===== config.mk =====
export PLATFORM = sky130hd
export DESIGN_NAME = vending_controller_param
export DESIGN_NICKNAME = d
export VERILOG_FILES = /design/src/rtl/vending_controller_param.sv
export SDC_FILE = /design/constraint.sdc
export NUM_CORES = 1
export LEC_CHECK = 0
export BUFFER_PORTS_ARGS = -buffer_cell sky130_fd_sc_hd__buf_2
export CELL_PAD_IN_SITES_DETAIL_PLACEMENT = 1
export CELL_PAD_IN_SITES_GLOBAL_PLACEMENT = 1
export CORE_ASPECT_RATIO = 0.9
export CORE_MARGIN = 4
export CORE_UTILIZATION = 48
export CTS_BUF_LIST = sky130_fd_sc_hd__clkbuf_2 sky130_fd_sc_hd__clkbuf_4 sky130_fd_sc_hd__clkbuf_8
export CTS_CLUSTER_DIAMETER = 80
export DETAILED_ROUTE_END_ITERATION = 8
export PLACE_DENSITY = 0.93
export SETUP_SLACK_MARGIN = 0.02
export SLEW_MARGIN = 25
export SYNTH_ARGS = -nofsm -noshare
export SYNTH_HDL_FRONTEND = slang
export SYNTH_SLANG_ARGS = --single-unit

===== constraint.sdc =====
create_clock -name clk_i -period 3.5 [get_ports clk_i]
set_input_delay 0.175 -clock clk_i [delete_from_list [all_inputs] [get_ports clk_i]]
set_output_delay 0.175 -clock clk_i [all_outputs]
set_load 0.005 [all_outputs]

===== src/rtl/vending_controller_param.sv =====
// Single-product vending controller.
// Accumulates 5/10/25c coin pulses up to MAX_CREDIT, vends once credit reaches PRICE,
// then pays change greedily (25/10/5) one coin per valid/ready handshake to the hopper.
// Adds cancel, inactivity refund, overflow rejection and hopper back-pressure.
//
// Ports:
//   clk_i          clock, rising edge
//   rst_ni         asynchronous active-low reset
//   c5_i/c10_i/c25_i single-cycle coin pulses (edge-detected upstream)
//   cancel_i       single-cycle refund request (honoured in COLLECT only)
//   item_taken_i   level, customer removed the item
//   chg_ready_i    hopper accepts the presented change coin
//   dispense_o     item-release level
//   chg_valid_o    change coin presented
//   chg_coin_o     00 none, 01 5c, 10 10c, 11 25c
//   credit_o       credit in cents; remaining change while paying out
//   coin_reject_o  one-cycle pulse, return the physical coin
//   busy_o         high while vending or paying change
module vending_controller_param #(
  parameter int unsigned PRICE       = 35,
  parameter int unsigned MAX_CREDIT  = 95,
  parameter int unsigned AMT_W       = 8,
  parameter int unsigned TIMEOUT_CYC = 100_000_000
) (
  input  logic             clk_i,
  input  logic             rst_ni,
  input  logic             c5_i,
  input  logic             c10_i,
  input  logic             c25_i,
  input  logic             cancel_i,
  input  logic             item_taken_i,
  input  logic             chg_ready_i,
  output logic             dispense_o,
  output logic             chg_valid_o,
  output logic [1:0]       chg_coin_o,
  output logic [AMT_W-1:0] credit_o,
  output logic             coin_reject_o,
  output logic             busy_o
);

  localparam int unsigned SumW = AMT_W + 1;

  typedef logic [AMT_W-1:0] amt_t;
  typedef logic [SumW-1:0]  sum_t;

  localparam sum_t        PriceS  = sum_t'(PRICE);
  localparam sum_t        MaxS    = sum_t'(MAX_CREDIT);
  localparam logic [31:0] TmrLast = 32'(TIMEOUT_CYC - 1);

  localparam logic [1:0] CoinNone = 2'b00;
  localparam logic [1:0] Coin5    = 2'b01;
  localparam logic [1:0] Coin10   = 2'b10;
  localparam logic [1:0] Coin25   = 2'b11;

  typedef enum logic [1:0] {StIdle, StCollect, StVend, StChange} state_e;

  state_e      state_q, state_d;
  amt_t        credit_q, credit_d;
  amt_t        change_q, change_d;
  logic [31:0] tmr_q, tmr_d;
  logic        dispense_q, dispense_d;
  logic        chg_valid_q, chg_valid_d;
  logic [1:0]  chg_coin_q, chg_coin_d;
  logic        coin_reject_q, coin_reject_d;
  logic        busy_q, busy_d;

  logic        coin_any, coin_multi, refund;
  sum_t        coin_val, sum;
  amt_t        rem;

  // Largest coin not exceeding the amount; amounts are always multiples of 5.
  function automatic logic [1:0] greedy_code(input amt_t amt);
    if (amt >= amt_t'(25)) begin
      return Coin25;
    end else if (amt >= amt_t'(10)) begin
      return Coin10;
    end else begin
      return Coin5;
    end
  endfunction

  function automatic amt_t code_value(input logic [1:0] code);
    case (code)
      Coin5:   return amt_t'(5);
      Coin10:  return amt_t'(10);
      Coin25:  return amt_t'(25);
      default: return amt_t'(0);
    endcase
  endfunction

  always_comb begin
    coin_any   = c5_i | c10_i | c25_i;
    coin_multi = (c5_i & c10_i) | (c5_i & c25_i) | (c10_i & c25_i);
    if (c25_i) begin
      coin_val = sum_t'(25);
    end else if (c10_i) begin
      coin_val = sum_t'(10);
    end else if (c5_i) begin
      coin_val = sum_t'(5);
    end else begin
      coin_val = '0;
    end
    sum    = {1'b0, credit_q} + coin_val;
    // Inactivity timeout is treated exactly like a cancel.
    refund = (state_q == StCollect) && (cancel_i || (tmr_q == TmrLast));
  end

  always_comb begin
    state_d       = state_q;
    credit_d      = credit_q;
    change_d      = change_q;
    tmr_d         = tmr_q;
    dispense_d    = dispense_q;
    chg_valid_d   = chg_valid_q;
    chg_coin_d    = chg_coin_q;
    coin_reject_d = 1'b0;
    rem           = '0;

    unique case (state_q)
      StIdle, StCollect: begin
        if (state_q == StCollect) begin
          tmr_d = tmr_q + 32'd1;
        end
        if (refund) begin
          // Cancel beats a coin arriving in the same cycle.
          coin_reject_d = coin_any;
          state_d       = StChange;
          chg_valid_d   = 1'b1;
          chg_coin_d    = greedy_code(credit_q);
          tmr_d         = '0;
        end else if (coin_any) begin
          coin_reject_d = coin_multi;
          if (sum > MaxS) begin
            coin_reject_d = 1'b1;
          end else begin
            credit_d = sum[AMT_W-1:0];
            tmr_d    = '0;
            if (sum < PriceS) begin
              state_d = StCollect;
            end else begin
              state_d    = StVend;
              change_d   = amt_t'(sum - PriceS);
              dispense_d = 1'b1;
            end
          end
        end
      end

      StVend: begin
        coin_reject_d = coin_any;
        if (item_taken_i) begin
          dispense_d = 1'b0;
          change_d   = '0;
          if (change_q != '0) begin
            state_d     = StChange;
            credit_d    = change_q;
            chg_valid_d = 1'b1;
            chg_coin_d  = greedy_code(change_q);
          end else begin
            state_d  = StIdle;
            credit_d = '0;
          end
        end
      end

      StChange: begin
        coin_reject_d = coin_any;
        // credit_q holds the change still owed while in this state.
        if (chg_valid_q && chg_ready_i) begin
          rem = credit_q - code_value(chg_coin_q);
          if (rem == '0) begin
            state_d     = StIdle;
            credit_d    = '0;
            chg_valid_d = 1'b0;
            chg_coin_d  = CoinNone;
          end else begin
            credit_d   = rem;
            chg_coin_d = greedy_code(rem);
          end
        end
      end

      default: begin
        state_d = StIdle;
      end
    endcase

    busy_d = (state_d == StVend) || (state_d == StChange);
  end

  always_ff @(posedge clk_i or negedge rst_ni) begin
    if (!rst_ni) begin
      state_q       <= StIdle;
      credit_q      <= '0;
      change_q      <= '0;
      tmr_q         <= '0;
      dispense_q    <= 1'b0;
      chg_valid_q   <= 1'b0;
      chg_coin_q    <= CoinNone;
      coin_reject_q <= 1'b0;
      busy_q        <= 1'b0;
    end else begin
      state_q       <= state_d;
      credit_q      <= credit_d;
      change_q      <= change_d;
      tmr_q         <= tmr_d;
      dispense_q    <= dispense_d;
      chg_valid_q   <= chg_valid_d;
      chg_coin_q    <= chg_coin_d;
      coin_reject_q <= coin_reject_d;
      busy_q        <= busy_d;
    end
  end

  assign dispense_o    = dispense_q;
  assign chg_valid_o   = chg_valid_q;
  assign chg_coin_o    = chg_coin_q;
  assign credit_o      = credit_q;
  assign coin_reject_o = coin_reject_q;
  assign busy_o        = busy_q;

endmodule

==> results of run 1 <==
-- worst min path at each step --
| stage | slack (ns) | end | cells after the start |
|---|---|---|---|
| 6_report | 0.16 | coin_reject_o$_DFF_PN0_ | 3 |
| 5_1_grt | 0.19 | state_q[0]$_DFF_PN0_ | 3 |
| 4_1_cts | 0.16 | coin_reject_o$_DFF_PN0_ | 3 |
| 3_5_place_dp | 0.15 | tmr_q[23]$_DFFE_PN0N_ | 1 |
| 3_3_place_gp | 0.15 | tmr_q[23]$_DFFE_PN0N_ | 1 |
| 2_1_floorplan | -0.12 | busy_o$_DFF_PN0_ | 0 |
-- through the flow --
step                      hold WS [ns]  utilization [%]
after global placement           0.146             52.2
after global routing             0.193             54.4
after floorplan                 -0.121                -
final                            0.162             54.4
after detailed placement         0.151             52.2
after CTS                        0.165             53.8
-- worst max-delay path, cell delays in order, from the launching register on --
cell and delay (ns):
dfrtp_1 0.41, ha_1 0.24, inv_1 0.07, fa_1 0.53, inv_1 0.09, ha_1 0.23, inv_1 0.11, nand4_1 0.13
nor4b_2 0.40, a211oi_4 0.17, nand2b_2 0.33, or3_1 0.39, o21ai_1 0.10
-- cell families (layout without fill, tap and decap cells) --
| group | Yosys count | count (layout) | synth area share (%) |
|---|---|---|---|
| adder cells (fa/ha/maj) | 14 | 14 | 4.61 |
| AND/OR/NAND/NOR | 190 | 190 | 24.9 |
| flip-flops | 55 | 55 | 34.7 |
| AO/OA/AOI/OAI | 138 | 138 | 22.0 |
| buffers and inverters | 50 | 73 | 5.34 |
| XOR/XNOR | 15 | 15 | 3.32 |
| multiplexers | 19 | 19 | 5.12 |
-- area by class of cell --
type,count,area [µm²]
multi-input cells,376,2400
clock buffers,5,68.8
inverters,26,97.6
flip-flops and latches,55,1380
clock inverters,3,47.5
fillers,984,3660
repair buffers,39,255
well taps,99,124
-- where the power goes --
part           total, W  switching [W]  internal [W]
Sequential     0.000939       0.000177      0.000762
Clock          0.000450       0.000232      0.000218
Combinational   0.00275        0.00164       0.00111
Total           0.00414        0.00205       0.00209
-- repair_timing --
| item | in CTS | in global routing |
|---|---|---|
| buffers inserted | 0 | 3 |
| setup endpoints to repair | 0 | 22 |
| gates resized for setup | 0 | 5 |
| endpoints found under the hold margin | 19 | 0 |
| hold buffers | 1 | 0 |
-- synthesized netlist by cell type (all sizes together), types with 3 or more instances --
cell type and number:
a211oi 6, a21o 3, a21oi 39, a31oi 23
a41oi 3, and2 4, and3 12, buf 10
clkbuf 14, dfrtp 55, ha 13, inv 26
mux2 4, mux2i 15, nand2 60, nand2b 6
nand3 28, nand4 7, nor2 21, nor2b 7
nor3 8, nor4 6, o211ai 3, o21a 4
o21ai 32, o221ai 3, or2 3, or3 16
or4 4, xnor2 9, xor2 6
-- sequential cells by signal, summed over array words and instances (netlist names) --
register	flops
coin_reject_o	1
dispense_o	1
state_q	1
chg_coin_o	2
tmr_q	32
change_q	8
chg_valid_o	1
credit_o	8
busy_o	1
-- metal layers --
metal,track usage (%),routed length [µm]
met4,3.88,73
met3,3.44,477
met1,36.7,5940
met5,0,0
met2,45.5,6170
==> impl_metrics.ini, run 1 <==
[status]
outcome = complete, no violations

[placed_design]
place_hpwl_mm = 9.31
gp_congestion = 0.922
dp_cells = 591
port_buffers = 21
place_area_mm2 = 0.00419
post-place-ws_ns = 0.0504

[critical_path]
worstRegToRegCells = 12
crit_end = tmr_q[17]$_DFFE_PN0N_
worstSetupEndpointType = flop
required_ns = 3.73
crit_type = flop to flop
r2r-start = credit_o[0]$_DFFE_PN0P_
crit_start = credit_o[0]$_DFFE_PN0P_
regToRegEndpoint = tmr_q[17]$_DFFE_PN0N_
crit_arrival_ns = 3.51
path_max_fanout = 13
critPathLaunchType = flop
rrSetupSlack_ns = 0.22

[cts]
clk_pin_slew_ns = 0.11
htreeDepth = 2
numCtsBuffers = 5
cts-root-buf = clkbuf_8
cts.sinks = 55
cts.path.max_buffers = 2
cts_tree = built
clkLatencyLatePin_ns = 0.32

[logic_synthesis]
ys_seq_elements = 55
syn_inst = 481
yosys_warnings = 0
synth_cell_type_count = 64
syn_nets = 503
synth_ff_type = dfrtp_1
avgSynthCellArea_um2 = 8.24
ys_async_sr_fraction_pct = 100
synth_area_leader_cell = dfrtp_1
synth_area_leaders = dfrtp_1, nand2_1, a21oi_1, ha_1, mux2i_1
synth_edf_count = 0
yosysTopAreaCellShare_pct = 34.7
yosysSeqAreaShare_pct = 34.7
synth_area_mm2 = 0.00396

[sta]
tightest_slew_ns = 0.657
period_needed_ns = 3.28
hold_viol_final = 0
drv_slew = 0
fin_ws_ns = 0.224
setup_viol = 0
clock_skew_ns = 0.0193
fmax_mhz = 305
rsz0062_at_grt = false
fin_tns_setup_ns = 0
slew_headroom_pct = 56.1
period_share_pct = 93.6

[die]
row_count = 31
coreArea_mm2 = 0.00803
initial_core_util_pct = 49.3
fp.dieW_um = 104
die_height_um = 94.2
io_pins = 22
die_area_mm2 = 0.00977

[final_layout]
most-common-layout-cells = nand2_1, dfrtp_1, a21oi_1, nand3_1, inv_1
layout_commonest_cell = nand2_1
area_delta_synth_final_pct = 10.2
fin_area_mm2 = 0.00437
nets = 525
finalNonFillerCells = 603
drive_gt1_share_pct = 13.5
diodes = 0

[grt]
antenna_found_initial = 0
grt_max_degree = 46
grt_pass1_wl_mm = 21.2
grt_overflow_total = 0
grt_use_total_pct = 26.5
grt_pass1_vias = 4036

[detailed_routing]
drcViolationCount = 0
wl_mm = 12.7
ant_nets = 0
routed_via_density = 6.50
drt_pass1_iterations = 5
num_vias = 3919
wl_per_cell_um = 21.0
first_iter_violations = 325

[power]
p_leak_nw = 1.87
power_density_mw_per_mm2 = 949
ir_drop_mv = 0.361
power.total_w = 0.00414

[run]
maxCapViolCount = 0

[hold_path]
hold_class = primary input to flop
worstHoldStart = c5_i
(Power assumes the default switching activity.)
==> inputs of run 2 (changes only) <==
- RECOVER_POWER: not set -> 50
==> run 2 against run 1 <==
Clock skew increased by 0.0028 ns. Via count increased by 0.10%. Sequential share of layout area increased by 0.15 points. Register-to-register slack about the same. Cell count unchanged. Routed wire length about the same. Critical path type unchanged. Critical endpoint unchanged. Largest cell class unchanged. Highest routed layer unchanged.
==> impl_metrics.ini, run 2 (same netlist as run 1, synthesis figures left out) <==
[die]
die_area_mm2 = 0.00977
io_pins = 22
coreArea_mm2 = 0.00803
initial_core_util_pct = 49.3
die_height_um = 94.2
fp.dieW_um = 104
row_count = 31

[power]
ir_drop_mv = 0.359
power_density_mw_per_mm2 = 949
p_leak_nw = 1.84

[cts]
cts.sinks = 55
cts.path.max_buffers = 2
clk_pin_slew_ns = 0.10
cts_tree = built
cts-root-buf = clkbuf_8
clkLatencyLatePin_ns = 0.32
numCtsBuffers = 5
htreeDepth = 2

[grt]
antenna_found_initial = 0
met3_usage_pct = 3.44
grt_use_total_pct = 26.5
grt_overflow_total = 0
use_met2_pct = 45.5
grt_use_met1_pct = 36.7
grt_max_degree = 46
grt_pass1_vias = 4036
grt-busiest-layer = met2
grt_pass1_wl_mm = 21.2

[critical_path]
crit_start = credit_o[0]$_DFFE_PN0P_
critPathLaunchType = flop
rrSetupSlack_ns = 0.22
path_max_fanout = 13
cpPeakStageDelay_ns = 0.53
r2r-start = credit_o[0]$_DFFE_PN0P_
worstSetupEndpointType = flop
worstRegToRegCells = 12
critPathTopFamily = simple AND/OR/NAND/NOR gates
critical-path-slowest-cell = fa_1
crit_type = flop to flop
required_ns = 3.73
critPathBufInv = 3
crit_end = tmr_q[17]$_DFFE_PN0N_
crit_arrival_ns = 3.51
timing.critical_path.mode_cell = inv_1
regToRegEndpoint = tmr_q[17]$_DFFE_PN0N_
cp.depth = 12
crit_chain = ha_1 > inv_1 > fa_1 > inv_1 > ha_1 > inv_1 > nand4_1 > nor4b_2 > a211oi_4 > nand2b_2 > or3_1 > o21ai_1

[final_layout]
diodes = 0
most-common-layout-cells = nand2_1, dfrtp_1, a21oi_1, nand3_1, inv_1
regMostFlops = tmr_q
layout_commonest_cell = nand2_1
largest_reg_flops = 32
area_delta_synth_final_pct = 9.73
finalNonFillerCells = 603
utilization_pct = 54.1
nets = 525
drive_gt1_share_pct = 11.5
fin_area_mm2 = 0.00435

[hold_path]
hold_class = primary input to flop
whs_path_depth = 3

[sta]
fin_ws_ns = 0.218
period_needed_ns = 3.28
fmax_mhz = 305
fin_tns_setup_ns = 0
tightest_slew_ns = 1.08
clock_skew_ns = 0.0221
rsz0062_at_grt = false
drv_slew = 0
period_share_pct = 93.8
slew_headroom_pct = 28.1
setup_viol = 0
hold_viol_final = 0

[detailed_routing]
routed_via_density = 6.51
drt_pass1_iterations = 5
wl_mm = 12.7
ant_nets = 0
num_vias = 3923
drcViolationCount = 0
wl_per_cell_um = 21.0
first_iter_violations = 316

[placed_design]
gp_congestion = 0.922
place_area_mm2 = 0.00419
dp_cells = 591
post-place-ws_ns = 0.0504
place_hpwl_mm = 9.31
port_buffers = 21

[run]
maxCapViolCount = 0

[status]
outcome = complete, no violations
run 2: worst min path at each step:
stage / endpoint / slack [ns] / from
global placement: tmr_q[23]$_DFFE_PN0N_ / 0.15 / rst_ni
floorplan: busy_o$_DFF_PN0_ / -0.12 / rst_ni
detailed placement: tmr_q[23]$_DFFE_PN0N_ / 0.15 / rst_ni
global route: state_q[0]$_DFF_PN0_ / 0.19 / chg_ready_i
CTS: coin_reject_o$_DFF_PN0_ / 0.16 / c5_i
finish: coin_reject_o$_DFF_PN0_ / 0.16 / c5_i
run 2: area by class of cell:
class	count	area [µm²]
Sequential cell	55	1380
Clock inverter	3	47.5
Inverter	26	97.6
Multi-Input combinational cell	376	2400
Fill cell	986	3680
Tap cell	99	124
Clock buffer	5	68.8
Timing Repair Buffer	39	235
run 2: per-stage QoR:
stage          power, W  hold WS [ns]
2_1_floorplan   0.00275        -0.121
6_report        0.00412         0.164
5_1_grt         0.00441         0.193
3_5_place_dp    0.00353         0.151
3_3_place_gp    0.00338         0.146
4_1_cts         0.00399         0.165
run 2: layer usage:
layer / up-vias / routed length (µm)
met2: 118 / 6150
met4: 0 / 76
li1: 1813 / -
met3: 13 / 585
met5: - / 0
met1: 1979 / 5860
run 2: tightest hold or removal path, stage by stage:
cell     delay [ns]
buf_2          0.11
a21oi_1        0.06
nor2_1         0.09
run 2: power breakdown:
group	internal (W)	total (W)	switching (W)
sequential	0.000762	0.000939	0.000176
clock	0.000218	0.000450	0.000232
combinational	0.00110	0.00274	0.00164
total	0.00208	0.00412	0.00205
run 2: timing repair:
action,4_1_cts,5_1_grt
hold buffers,1,0
setup buffers,0,3
gates resized for setup,0,5
hold endpoints to repair,19,0
setup endpoints to repair,0,22
==> inputs of run 3 (changes only) <==
- CORE_MARGIN: 4 -> 2
==> run 3 against run 2 <==
Clock-buffer cell count unchanged. Die area decreased by 7.9%. Sequential share of layout area is essentially flat. Worst setup slack worse by 0.097 ns. Critical path type unchanged.
==> impl_metrics.ini, run 3 (same netlist as run 1, synthesis figures left out) <==
[sta]
tightest_slew_ns = 1.47
hold_viol_final = 0
drv_slew = 0
fin_tns_setup_ns = 0
period_needed_ns = 3.38
fmax_mhz = 296
rsz0062_at_grt = false
fin_hold_ws_ns = 0.177
clock_skew_ns = 0.0146
period_share_pct = 96.5
slew_headroom_pct = 1.75
setup_viol = 0

[power]
p_clk_share_pct = 11.0
p_leak_nw = 1.84
pwr-share-comb_pct = 66.0
p_sw_w = 0.00208
intPower_w = 0.00207
power_density_mw_per_mm2 = 953
seqPwrFrac_pct = 23.0
sw_frac_of_total_pct = 50.1
ir_drop_mv = 0.371

[detailed_routing]
wl_per_cell_um = 21.4
ant_nets = 0
drcViolationCount = 0
num_vias = 4018
drt_pass1_iterations = 7
wl_mm = 12.9
routed_via_density = 6.67
first_iter_violations = 357

[final_layout]
area_delta_synth_final_pct = 9.85
diodes = 0
largest_reg_flops = 32
utilization_pct = 54.2
drive_gt1_share_pct = 12.1
nets = 524
n_fill_cell = 995
most-common-layout-cells = nand2_1, dfrtp_1, a21oi_1, nand3_1, inv_1
layout_commonest_cell = nand2_1
regMostFlops = tmr_q

[critical_path]
crit_start = credit_o[0]$_DFFE_PN0P_
crit_arrival_ns = 3.59
worstRegToRegCells = 13
critPathLaunchType = flop
regToRegEndpoint = change_q[6]$_DFFE_PN0P_
worstSetupEndpointType = flop
rrSetupSlack_ns = 0.12
crit_type = flop to flop
required_ns = 3.71
r2r-start = credit_o[0]$_DFFE_PN0P_
path_max_fanout = 10

[cts]
cts_tree = built
cts.path.max_buffers = 2
numCtsBuffers = 5
clk_pin_slew_ns = 0.11
clkLatencyLatePin_ns = 0.32
cts-root-buf = clkbuf_8
cts.sinks = 55
htreeDepth = 2

[hold_path]
hold_class = primary input to flop
whs_path_depth = 3
worstHoldStart = c5_i
whs_endpoint = coin_reject_o$_DFF_PN0_

[die]
row_count = 31
fp.dieW_um = 99.8
die_height_um = 90.2
coreArea_mm2 = 0.00803
io_pins = 22
die_area_mm2 = 0.00900
initial_core_util_pct = 49.3

[grt]
grt_overflow_total = 0
grt_pass1_vias = 4011
grt_pass1_wl_mm = 21.2
antenna_found_initial = 0
grt_max_degree = 46
grt_use_total_pct = 28.9

[run]
maxCapViolCount = 0

[placed_design]
port_buffers = 21
gp_congestion = 0.890
place_hpwl_mm = 8.90

[status]
outcome = complete, no violations
==> run 3: how the worst max path moves through the flow <==
stage                                    endpoint  slack, ns  depth (start not counted)
after floorplan             tmr_q[11]$_DFFE_PN0N_       0.58                         13
after global placement      tmr_q[28]$_DFFE_PN0N_       0.24                         16
after detailed placement    tmr_q[22]$_DFFE_PN0N_       0.04                         16
after CTS                   tmr_q[22]$_DFFE_PN0N_       0.06                         13
after global routing      change_q[6]$_DFFE_PN0P_     0.0003                         13
final                     change_q[6]$_DFFE_PN0P_       0.12                         13
==> run 3: what timing repair did <==
item	4_1_cts	5_1_grt
pin swaps	0	1
endpoints found under the hold margin	25	0
endpoints found under the setup margin	1	44
resized for setup	1	9
hold buffers	1	0
buffers inserted	0	1
==> run 3: layout make-up <==
class | count | area [µm²] | area share (%)
repair buffers | 38 | 221 | 5.09
flip-flops and latches | 55 | 1380 | 31.6
well taps | 99 | 124 | 2.85
multi-input cells | 376 | 2420 | 55.5
clock buffers | 5 | 68.8 | 1.58
inverters | 26 | 97.6 | 2.24
clock inverters | 3 | 47.5 | 1.09
==> run 3: worst max-delay path, stage by stage (launching register included) <==
cell      delay [ns]
dfrtp_1         0.43
ha_1            0.23
inv_1           0.07
fa_1            0.41
buf_4           0.17
nor4_1          0.28
nand3_1         0.12
o21ai_1         0.14
a311oi_2        0.18
a211oi_4        0.46
nand2_4         0.14
nor2b_1         0.14
buf_4           0.22
mux2i_1         0.29
==> run 3: metal layers <==
layer | track usage [%] | vias up | share of wire (%)
met2 | 45.3 | 196 | 47
li1 | - | 1805 | -
met5 | 0 | - | 0
met4 | 7.19 | 0 | 2.4
met1 | 42.2 | 1970 | 44
met3 | 3.89 | 47 | 7.0
==> run 3: metrics by stage <==
step	setup WS (ns)	area [µm²]	instances	total power (W)
2_1_floorplan	0.580	3960	481	0.00275
3_5_place_dp	0.0403	4190	592	0.00351
3_3_place_gp	0.242	4190	592	0.00337
4_1_cts	0.0564	4320	601	0.00402
5_1_grt	0.000292	4350	602	0.00442
6_report	0.121	4350	602	0.00415
==> run 3: power by group through the flow <==
stage                     logic (W)  registers, W  clock network, W
after floorplan             0.00187      0.000881                 0
after global placement      0.00243      0.000939                 0
after detailed placement    0.00255      0.000954                 0
after CTS                   0.00262      0.000945          0.000455
after global routing        0.00297      0.000968          0.000484
final                       0.00274      0.000954          0.000454
